### config.mk
export PLATFORM = sky130hd
export DESIGN_NAME = hex_display_bank_flat
export DESIGN_NICKNAME = d
export VERILOG_FILES = /design/src/rtl/hex_display_bank_if.sv /design/src/rtl/hex_display_bank.sv /design/src/flat_wrapper.sv
export SDC_FILE = /design/constraint.sdc
export NUM_CORES = 1
export LEC_CHECK = 0
export BUFFER_PORTS_ARGS = -buffer_cell sky130_fd_sc_hd__buf_4
export CORE_MARGIN = 3
export CORE_UTILIZATION = 60
export CTS_BUF_LIST = sky130_fd_sc_hd__clkbuf_2 sky130_fd_sc_hd__clkbuf_4 sky130_fd_sc_hd__clkbuf_8
export CTS_CLUSTER_SIZE = 10
export DETAILED_ROUTE_END_ITERATION = 10
export GPL_TIMING_DRIVEN = 0
export PLACE_DENSITY = 0.8
export SLEW_MARGIN = 25
export SYNTH_ARGS = -nofsm -noshare
export SYNTH_HDL_FRONTEND = slang
export SYNTH_SLANG_ARGS = --single-unit
### constraint.sdc
create_clock -name CLK -period 3.8 [get_ports CLK]
set_input_delay 0.57 -clock CLK [delete_from_list [all_inputs] [get_ports CLK]]
set_output_delay 0.57 -clock CLK [all_outputs]
set_load 0.005 [all_outputs]
### src/rtl/hex_display_bank_if.sv
// Bus bundle between score/game logic and the hex_display_bank driver.
// BLINK_MASK exists only when BLINK_EN is defined.
interface hex_display_bank_if #(
  parameter int DIGITS = 4,
  parameter int VAL_W  = 16
);
  logic                  LOAD;
  logic [VAL_W-1:0]      VALUE;
  logic                  DEC_MODE;
  logic                  LZ_BLANK;
`ifdef BLINK_EN
  logic [DIGITS-1:0]     BLINK_MASK;
`endif
  logic                  BUSY;
  logic                  DONE;
  logic                  OVERFLOW;
  logic [7*DIGITS-1:0]   SEG;

  modport master (
    output LOAD, VALUE, DEC_MODE, LZ_BLANK,
`ifdef BLINK_EN
    output BLINK_MASK,
`endif
    input  BUSY, DONE, OVERFLOW, SEG
  );

  modport slave (
    input  LOAD, VALUE, DEC_MODE, LZ_BLANK,
`ifdef BLINK_EN
    input  BLINK_MASK,
`endif
    output BUSY, DONE, OVERFLOW, SEG
  );
endinterface

### src/rtl/hex_display_bank.sv
// Multi-digit seven-segment driver: hex or decimal (double-dabble) display with
// leading-zero blanking and overflow dashes. Optional digit blinking via BLINK_EN.
module hex_display_bank #(
  parameter int DIGITS = 4,
  parameter int VAL_W  = 16
`ifdef BLINK_EN
  , parameter int BLINK_DIV = 25000000
`endif
) (
  input  logic              CLK,
  input  logic              RESET,
  hex_display_bank_if.slave bus
);
  localparam int BW = 4 * DIGITS;
  localparam int EW = (VAL_W > BW) ? VAL_W : BW;

  typedef enum logic [1:0] {IDLE, CONV, UPDATE} state_t;
  state_t r_state, w_next;

  logic [BW-1:0]     r_disp, r_bcd, w_bcd_adj, w_bcd_next;
  logic [VAL_W-1:0]  r_sh;
  logic [5:0]        r_cnt;
  logic              r_valid, r_ovf, r_sticky, r_dec, r_done;
  logic              w_accept, w_step_ovf;
  logic [EW-1:0]     w_ext;
  logic [DIGITS-1:0] w_lead, w_blank_mask;
  logic              w_lz_run;
  logic [7*DIGITS-1:0] w_seg;

  // Refusing LOAD while DONE is high keeps DONE from pulsing twice in a row.
  assign w_accept = (r_state == IDLE) && bus.LOAD && !r_done;
  assign w_ext    = EW'(bus.VALUE);

  always_ff @(posedge CLK) begin
    if (RESET) r_state <= IDLE;
    else       r_state <= w_next;
  end

  always_comb begin
    w_next = r_state;
    case (r_state)
      IDLE:    if (w_accept && bus.DEC_MODE) w_next = CONV;
      CONV:    if (r_cnt == '0) w_next = UPDATE;
      UPDATE:  w_next = IDLE;
      default: w_next = IDLE;
    endcase
  end

  always_comb begin
    w_bcd_adj = r_bcd;
    for (int unsigned i = 0; i < DIGITS; i++)
      if (r_bcd[4*i +: 4] >= 4'd5) w_bcd_adj[4*i +: 4] = r_bcd[4*i +: 4] + 4'd3;
    // A top nibble >= 5 becomes >= 8 after correction, so a 1 leaves the register.
    w_step_ovf = (r_bcd[BW-1 -: 4] >= 4'd5);
    w_bcd_next = {w_bcd_adj[BW-2:0], r_sh[VAL_W-1]};
  end

  // The final shift writes the display directly so DONE coincides with UPDATE.
  always_ff @(posedge CLK) begin
    if (RESET) begin
      r_disp   <= '0;
      r_bcd    <= '0;
      r_sh     <= '0;
      r_cnt    <= '0;
      r_valid  <= 1'b0;
      r_ovf    <= 1'b0;
      r_sticky <= 1'b0;
      r_dec    <= 1'b0;
      r_done   <= 1'b0;
    end else begin
      r_done <= 1'b0;
      if (w_accept && !bus.DEC_MODE) begin
        r_disp  <= w_ext[BW-1:0];
        r_ovf   <= ((w_ext >> BW) != '0);
        r_dec   <= 1'b0;
        r_valid <= 1'b1;
        r_done  <= 1'b1;
      end else if (w_accept) begin
        r_sh     <= bus.VALUE;
        r_bcd    <= '0;
        r_sticky <= 1'b0;
        r_cnt    <= 6'(VAL_W - 1);
      end else if (r_state == CONV) begin
        r_sh     <= r_sh << 1;
        r_bcd    <= w_bcd_next;
        r_sticky <= r_sticky | w_step_ovf;
        r_cnt    <= r_cnt - 6'd1;
        if (r_cnt == '0) begin
          r_disp  <= w_bcd_next;
          r_ovf   <= r_sticky | w_step_ovf;
          r_dec   <= 1'b1;
          r_valid <= 1'b1;
          r_done  <= 1'b1;
        end
      end
    end
  end

`ifdef BLINK_EN
  logic [31:0] r_bcnt;
  logic        r_phase;

  always_ff @(posedge CLK) begin
    if (RESET) begin
      r_bcnt  <= '0;
      r_phase <= 1'b0;
    end else if (r_bcnt == 32'(BLINK_DIV - 1)) begin
      r_bcnt  <= '0;
      r_phase <= ~r_phase;
    end else begin
      r_bcnt <= r_bcnt + 32'd1;
    end
  end

  assign w_blank_mask = r_phase ? bus.BLINK_MASK : '0;
`else
  assign w_blank_mask = '0;
`endif

  function automatic logic [6:0] f_seg(input logic [3:0] n);
    case (n)
      4'h0: f_seg = 7'b1000000;
      4'h1: f_seg = 7'b1111001;
      4'h2: f_seg = 7'b0100100;
      4'h3: f_seg = 7'b0110000;
      4'h4: f_seg = 7'b0011001;
      4'h5: f_seg = 7'b0010010;
      4'h6: f_seg = 7'b0000010;
      4'h7: f_seg = 7'b1111000;
      4'h8: f_seg = 7'b0000000;
      4'h9: f_seg = 7'b0010000;
      4'hA: f_seg = 7'b0001000;
      4'hB: f_seg = 7'b0000011;
      4'hC: f_seg = 7'b1000110;
      4'hD: f_seg = 7'b0100001;
      4'hE: f_seg = 7'b0000110;
      default: f_seg = 7'b0001110;
    endcase
  endfunction

  always_comb begin
    w_lead   = '0;
    w_lz_run = 1'b1;
    w_seg    = '1;
    for (int unsigned k = 0; k < DIGITS; k++) begin
      w_lz_run = w_lz_run && (r_disp[4*(DIGITS-1-k) +: 4] == 4'd0);
      w_lead[DIGITS-1-k] = w_lz_run;
    end
    for (int unsigned i = 0; i < DIGITS; i++) begin
      if (!r_valid || w_blank_mask[i])
        w_seg[7*i +: 7] = 7'b1111111;
      else if (r_dec && r_ovf)
        w_seg[7*i +: 7] = 7'b0111111;
      else if (bus.LZ_BLANK && w_lead[i] && (i != 0))
        w_seg[7*i +: 7] = 7'b1111111;
      else
        w_seg[7*i +: 7] = f_seg(r_disp[4*i +: 4]);
    end
  end

  assign bus.SEG      = w_seg;
  assign bus.BUSY     = (r_state == CONV);
  assign bus.DONE     = r_done;
  assign bus.OVERFLOW = r_ovf;
endmodule

### src/flat_wrapper.sv
// flat-port wrapper written by rule: the top's interface ports become plain ports
module hex_display_bank_flat 
#(
  parameter int DIGITS = 4,
  parameter int VAL_W  = 16

)
  (CLK, RESET, bus_LOAD, bus_VALUE, bus_DEC_MODE, bus_LZ_BLANK, bus_BUSY, bus_DONE, bus_OVERFLOW, bus_SEG);
  hex_display_bank_if #(.DIGITS(DIGITS), .VAL_W(VAL_W)) bus_i ();
  input  logic CLK;
  input  logic RESET;
  input wire logic [$bits(bus_i.LOAD)-1:0] bus_LOAD;
  input wire logic [$bits(bus_i.VALUE)-1:0] bus_VALUE;
  input wire logic [$bits(bus_i.DEC_MODE)-1:0] bus_DEC_MODE;
  input wire logic [$bits(bus_i.LZ_BLANK)-1:0] bus_LZ_BLANK;
  output wire logic [$bits(bus_i.BUSY)-1:0] bus_BUSY;
  output wire logic [$bits(bus_i.DONE)-1:0] bus_DONE;
  output wire logic [$bits(bus_i.OVERFLOW)-1:0] bus_OVERFLOW;
  output wire logic [$bits(bus_i.SEG)-1:0] bus_SEG;
  assign bus_i.LOAD = bus_LOAD;
  assign bus_i.VALUE = bus_VALUE;
  assign bus_i.DEC_MODE = bus_DEC_MODE;
  assign bus_i.LZ_BLANK = bus_LZ_BLANK;
  assign bus_BUSY = bus_i.BUSY;
  assign bus_DONE = bus_i.DONE;
  assign bus_OVERFLOW = bus_i.OVERFLOW;
  assign bus_SEG = bus_i.SEG;
  hex_display_bank #(.DIGITS(DIGITS), .VAL_W(VAL_W)) u_core (.CLK(CLK), .RESET(RESET), .bus(bus_i));
endmodule
Word-level counts from Yosys, hierarchy flattened. Memories as Yosys holds them, arrays and structs flattened. A register that Yosys moved wholly into a read port is not among the register bits. Cells that the tools add are included.

Memory bits (read-only): 448. Register bits: 61. Memories kept: 4. Input bits: 21.

Memory list: (name not given) (depth 16, width 7, read ports 1, clocked after memory_dff 1, write ports 0, line hex_display_bank.sv:121) `case (n)`; (name not given) (depth 16, width 7, read ports 1, clocked after memory_dff 1, write ports 0, line hex_display_bank.sv:121); (name not given) (depth 16, width 7, read ports 1, clocked after memory_dff 1, write ports 0, line hex_display_bank.sv:121); (name not given) (depth 16, width 7, read ports 1, clocked after memory_dff 1, write ports 0, line hex_display_bank.sv:121).

$add $sub $neg: 5. Magnitude comparators: 4. Reductions and logical operators: 25. Muxes and demuxes: 46. Bitwise operators: 3. Eq/ne operators: 4.

Operators with widths (number): 16-bit 2-to-1 mux (8); 7-bit 2-to-1 mux (11); 4-bit 2-to-1 mux (11); 4-bit by 3-bit >= comparator with 1-bit output, second input constant (4); 4-bit by 2-bit adder with 4-bit output, second input constant (3); 4-bit zero test (3); 6-bit 2-to-1 mux (2); 1-bit logical AND (10); 1-bit 2-to-1 mux (10); 6-bit zero test (1); 3-bit AND reduction (2); 2-bit nonzero test (3); 6-bit by 1-bit subtractor with 6-bit output, second input constant (1); 2-bit 2-to-1 mux (2); 2-bit inequality test, second input constant (2); 2-bit one-hot mux with 2 select lines (1); 2-bit AND reduction (2); 3-bit by 2-bit adder with 3-bit output, second input constant (1); 3-bit 2-to-1 mux (1); 2-bit by 1-bit equality test with 1-bit output, second input constant (1); 1-bit zero test (2); 2-bit zero test (1); 2-bit by 1-bit inequality test with 1-bit output, second input constant (1); 1-bit inverter (2); other kinds (2) (2).

Depth between registers and ports, before layout.
Depth in word-level cells: 8. Mapped depth: 13. Depth with buffers taken out: 12.

Worst setup path after synthesis. Ideal clock, no wire load.

Kind: register to register. Start: register u_core.r_cnt[0]. End: register (tool-made name). Arrival: 2677 ps. Cell stages (with the launch flop): 12. Setup slack: 989 ps. Period minus slack after synthesis: 2811 ps. Cells stage by stage: dfxtp_1 inv_1 ha_1 nor3b_2 and3_1 buf_6 buf_2 nor3_1 nor3_1 inv_1 ha_1 mux4_2.

RTL lines: start: declaration (line hex_display_bank.sv:22) `logic [5:0] r_cnt;`; start signal: assignment (line hex_display_bank.sv:82) `r_cnt <= 6'(VAL_W - 1);`; start signal: assignment (line hex_display_bank.sv:87) `r_cnt <= r_cnt - 6'd1;`.

==> results.cfg <==
[worst_hold_path]
hp-start = u_core.r_sh[5]
whs_endpoint = u_core.r_sh[5]
holdPathStages = 2
hp-class = reg2reg

[critical_path]
rrSetupSlack_ps = 400
end_kind = register
cp_num_buf_inv = 4
critical_path_arrival_ps = 3650
r2r_start = u_core.r_cnt[0]
cpLargestDelayFamily = simple AND/OR/NAND/NOR gates
critPathMaxStageDelay_ps = 580
path_cells = inv_1, ha_1, nor3b_2, and3_1, buf_6, buf_2, nor3_1, nor3_1, inv_1, ha_1, mux4_2
cp.required_ps = 4050
critPathMaxFanout = 10
worstSetupPathType = reg2reg
rr_worst_depth = 11
cp.depth = 11
cpMaxStageDelayCell = nor3_1
cp-start-kind = register

[sta]
hold_viol = 0
fmax_ghz = 0.294
layout_min_cycle_time_ps = 3400
clock_skew_ps = 4.82
relSlewSlack = 0.497
setup_viol = 0
rsz0062_at_grt = no
fin_crit_sh = 0.896
worstMarginPinSlew_ps = 755
final_max_slew_viol_count = 0
setup_tns_ps = 0

[routing]
firstDrtPassIters = 5
wirelength_um = 12200
vias = 4272
antenna_left = 0
drc = 0
drtIter0Drc = 384
wl_per_cell_um = 17.0
routed_via_density = 5.94

[grt]
grt_max_degree = 15
grt_pass1_wl_um = 19500
grt_pass1_vias = 3951
grt_use_total = 0.280
antenna_found_initial = 0
overflow = 0

[clocking]
hold_buffers = 0
cts_resized = 0
cts_sinks = 89
htree_levels = 3
clk_pin_slew_ps = 90
cts_tree = built
cts_buffers = 9
clockBufferDepth = 2
root_buffer = clkbuf_8
post-cts-setup-buffers = 0
worstSkewPairLatency_ps = 370

[yosys]
syn_avg_cell_area_um2 = 8.63
synth-async-reset-ratio = 0
synth.yosys.seq_area_share = 0.373
synth_warnings = 0
syn_nets = 609
syn_inst = 554
ys_types = 63
synthesis.area_mm2 = 0.00478
synth_ff_type = dfxtp_1
synth-seq-cells = 89
synth_edf_count = 0

[cells_and_area]
mostFrequentLayoutCells = 89 x dfxtp_1, 51 x nand2_1, 50 x buf_4
fin_cells = 719
area_growth_syn_to_layout_pct = 15.3
final_util = 0.737
antenna_cells = 0
regArea_mm2 = 0.00178
multi_input_area_mm2 = 0.00270
layout_commonest_cell = dfxtp_1
drive_gt1_frac = 0.185
fill_cells = 578
final_nets = 670

[placed_design]
dp.cells = 703
place_congestion = 0.887
dp_hpwl_um = 9210
port_buffers = 50

[pwr]
irDropWorstVdd_mv = 0.312
p_leak_nw = 2.26
powerDensity_mw_per_mm2 = 427

[outcome]
status = completed

[floorplanning]
die_h_um = 95.3
start_util = 0.639
rows = 31
die_x_um = 95.3
die-area_mm2 = 0.00908
fp.coreArea_mm2 = 0.00749
pin_count = 52

[flow_run]
drv_cap = 0
## worst reg2reg max path: stages (launching register included)
cell and delay, ps:
dfxtp_1 340, inv_1 120, ha_1 240, nor3b_2 290, and3_1 250, buf_6 140
buf_2 230, nor3_1 90, nor3_1 580, inv_1 230, ha_1 350, mux4_2 440
## worst max-delay path by stage
stage | startpoint | to | slack (ps)
after detailed placement | bus_LOAD | register | 320
after global routing | u_core.r_cnt[0] | register | 190
after global placement | bus_LOAD | register | 410
after CTS | u_core.r_cnt[0] | register | 440
after floorplan | u_core.r_cnt[0] | register | 990
final | u_core.r_cnt[0] | register | 400
## synth_stat cells, types with 7 or more instances
master	instances	share of area
dfxtp_1	89	0.37
o21ai_0	15	0.016
or2_2	18	0.024
inv_1	32	0.025
nor3_1	13	0.014
clkbuf_1	18	0.014
nand2_1	51	0.040
a22oi_1	15	0.024
ha_1	34	0.089
a21oi_1	39	0.041
nor2_1	42	0.033
mux2i_1	19	0.040
nand2b_1	13	0.017
a31oi_1	7	0.0092
nand3_1	26	0.027
## layer usage
metal | GRT usage | vias to the layer above | part of all wire
met5 | 0 | - | 0
met4 | 0.0998 | 0 | 0.027
met3 | 0.0616 | 34 | 0.054
met2 | 0.465 | 141 | 0.48
met1 | 0.357 | 2027 | 0.44
li1 | - | 2070 | -
## area by class of cell
| class | instances | share of cell area |
|---|---|---|
| multi-input cells | 397 | 0.489 |
| flip-flops and latches | 89 | 0.323 |
| repair buffers | 50 | 0.0681 |
| plain buffers | 31 | 0.0293 |
| clock buffers | 12 | 0.0288 |
| inverters | 37 | 0.0261 |
| well taps | 99 | 0.0225 |
| clock inverters | 4 | 0.0134 |
## metrics by stage
stage / area (µm²) / hold slack [ps] / worst slack [ps] / total power [mW]
floorplan: 4780 / 437 / 989 / 1.43
global placement: 5280 / 443 / 414 / 1.60
detailed placement: 5280 / 449 / 320 / 1.62
CTS: 5510 / 462 / 442 / 2.35
global route: 5510 / 475 / 192 / 2.46
finish: 5510 / 461 / 395 / 2.36
## cells by family (layout without fill, tap and decap cells)
kind of cell,count (synthesis),after routing,share of synthesized area
compound gates,130,130,0.183
xor+xnor,8,8,0.0147
fa+ha+maj,34,34,0.0890
buf+inv,68,134,0.0638
flops,89,89,0.373
mux,26,26,0.0633
simple gates,199,199,0.213
## power breakdown
part	switching (mW)	leakage (nW)	internal (mW)
clock	0.337	0.120	0.415
sequential	0.0371	0.727	1.01
combinational	0.313	1.41	0.239
Power figures use the tool's default switching activity.
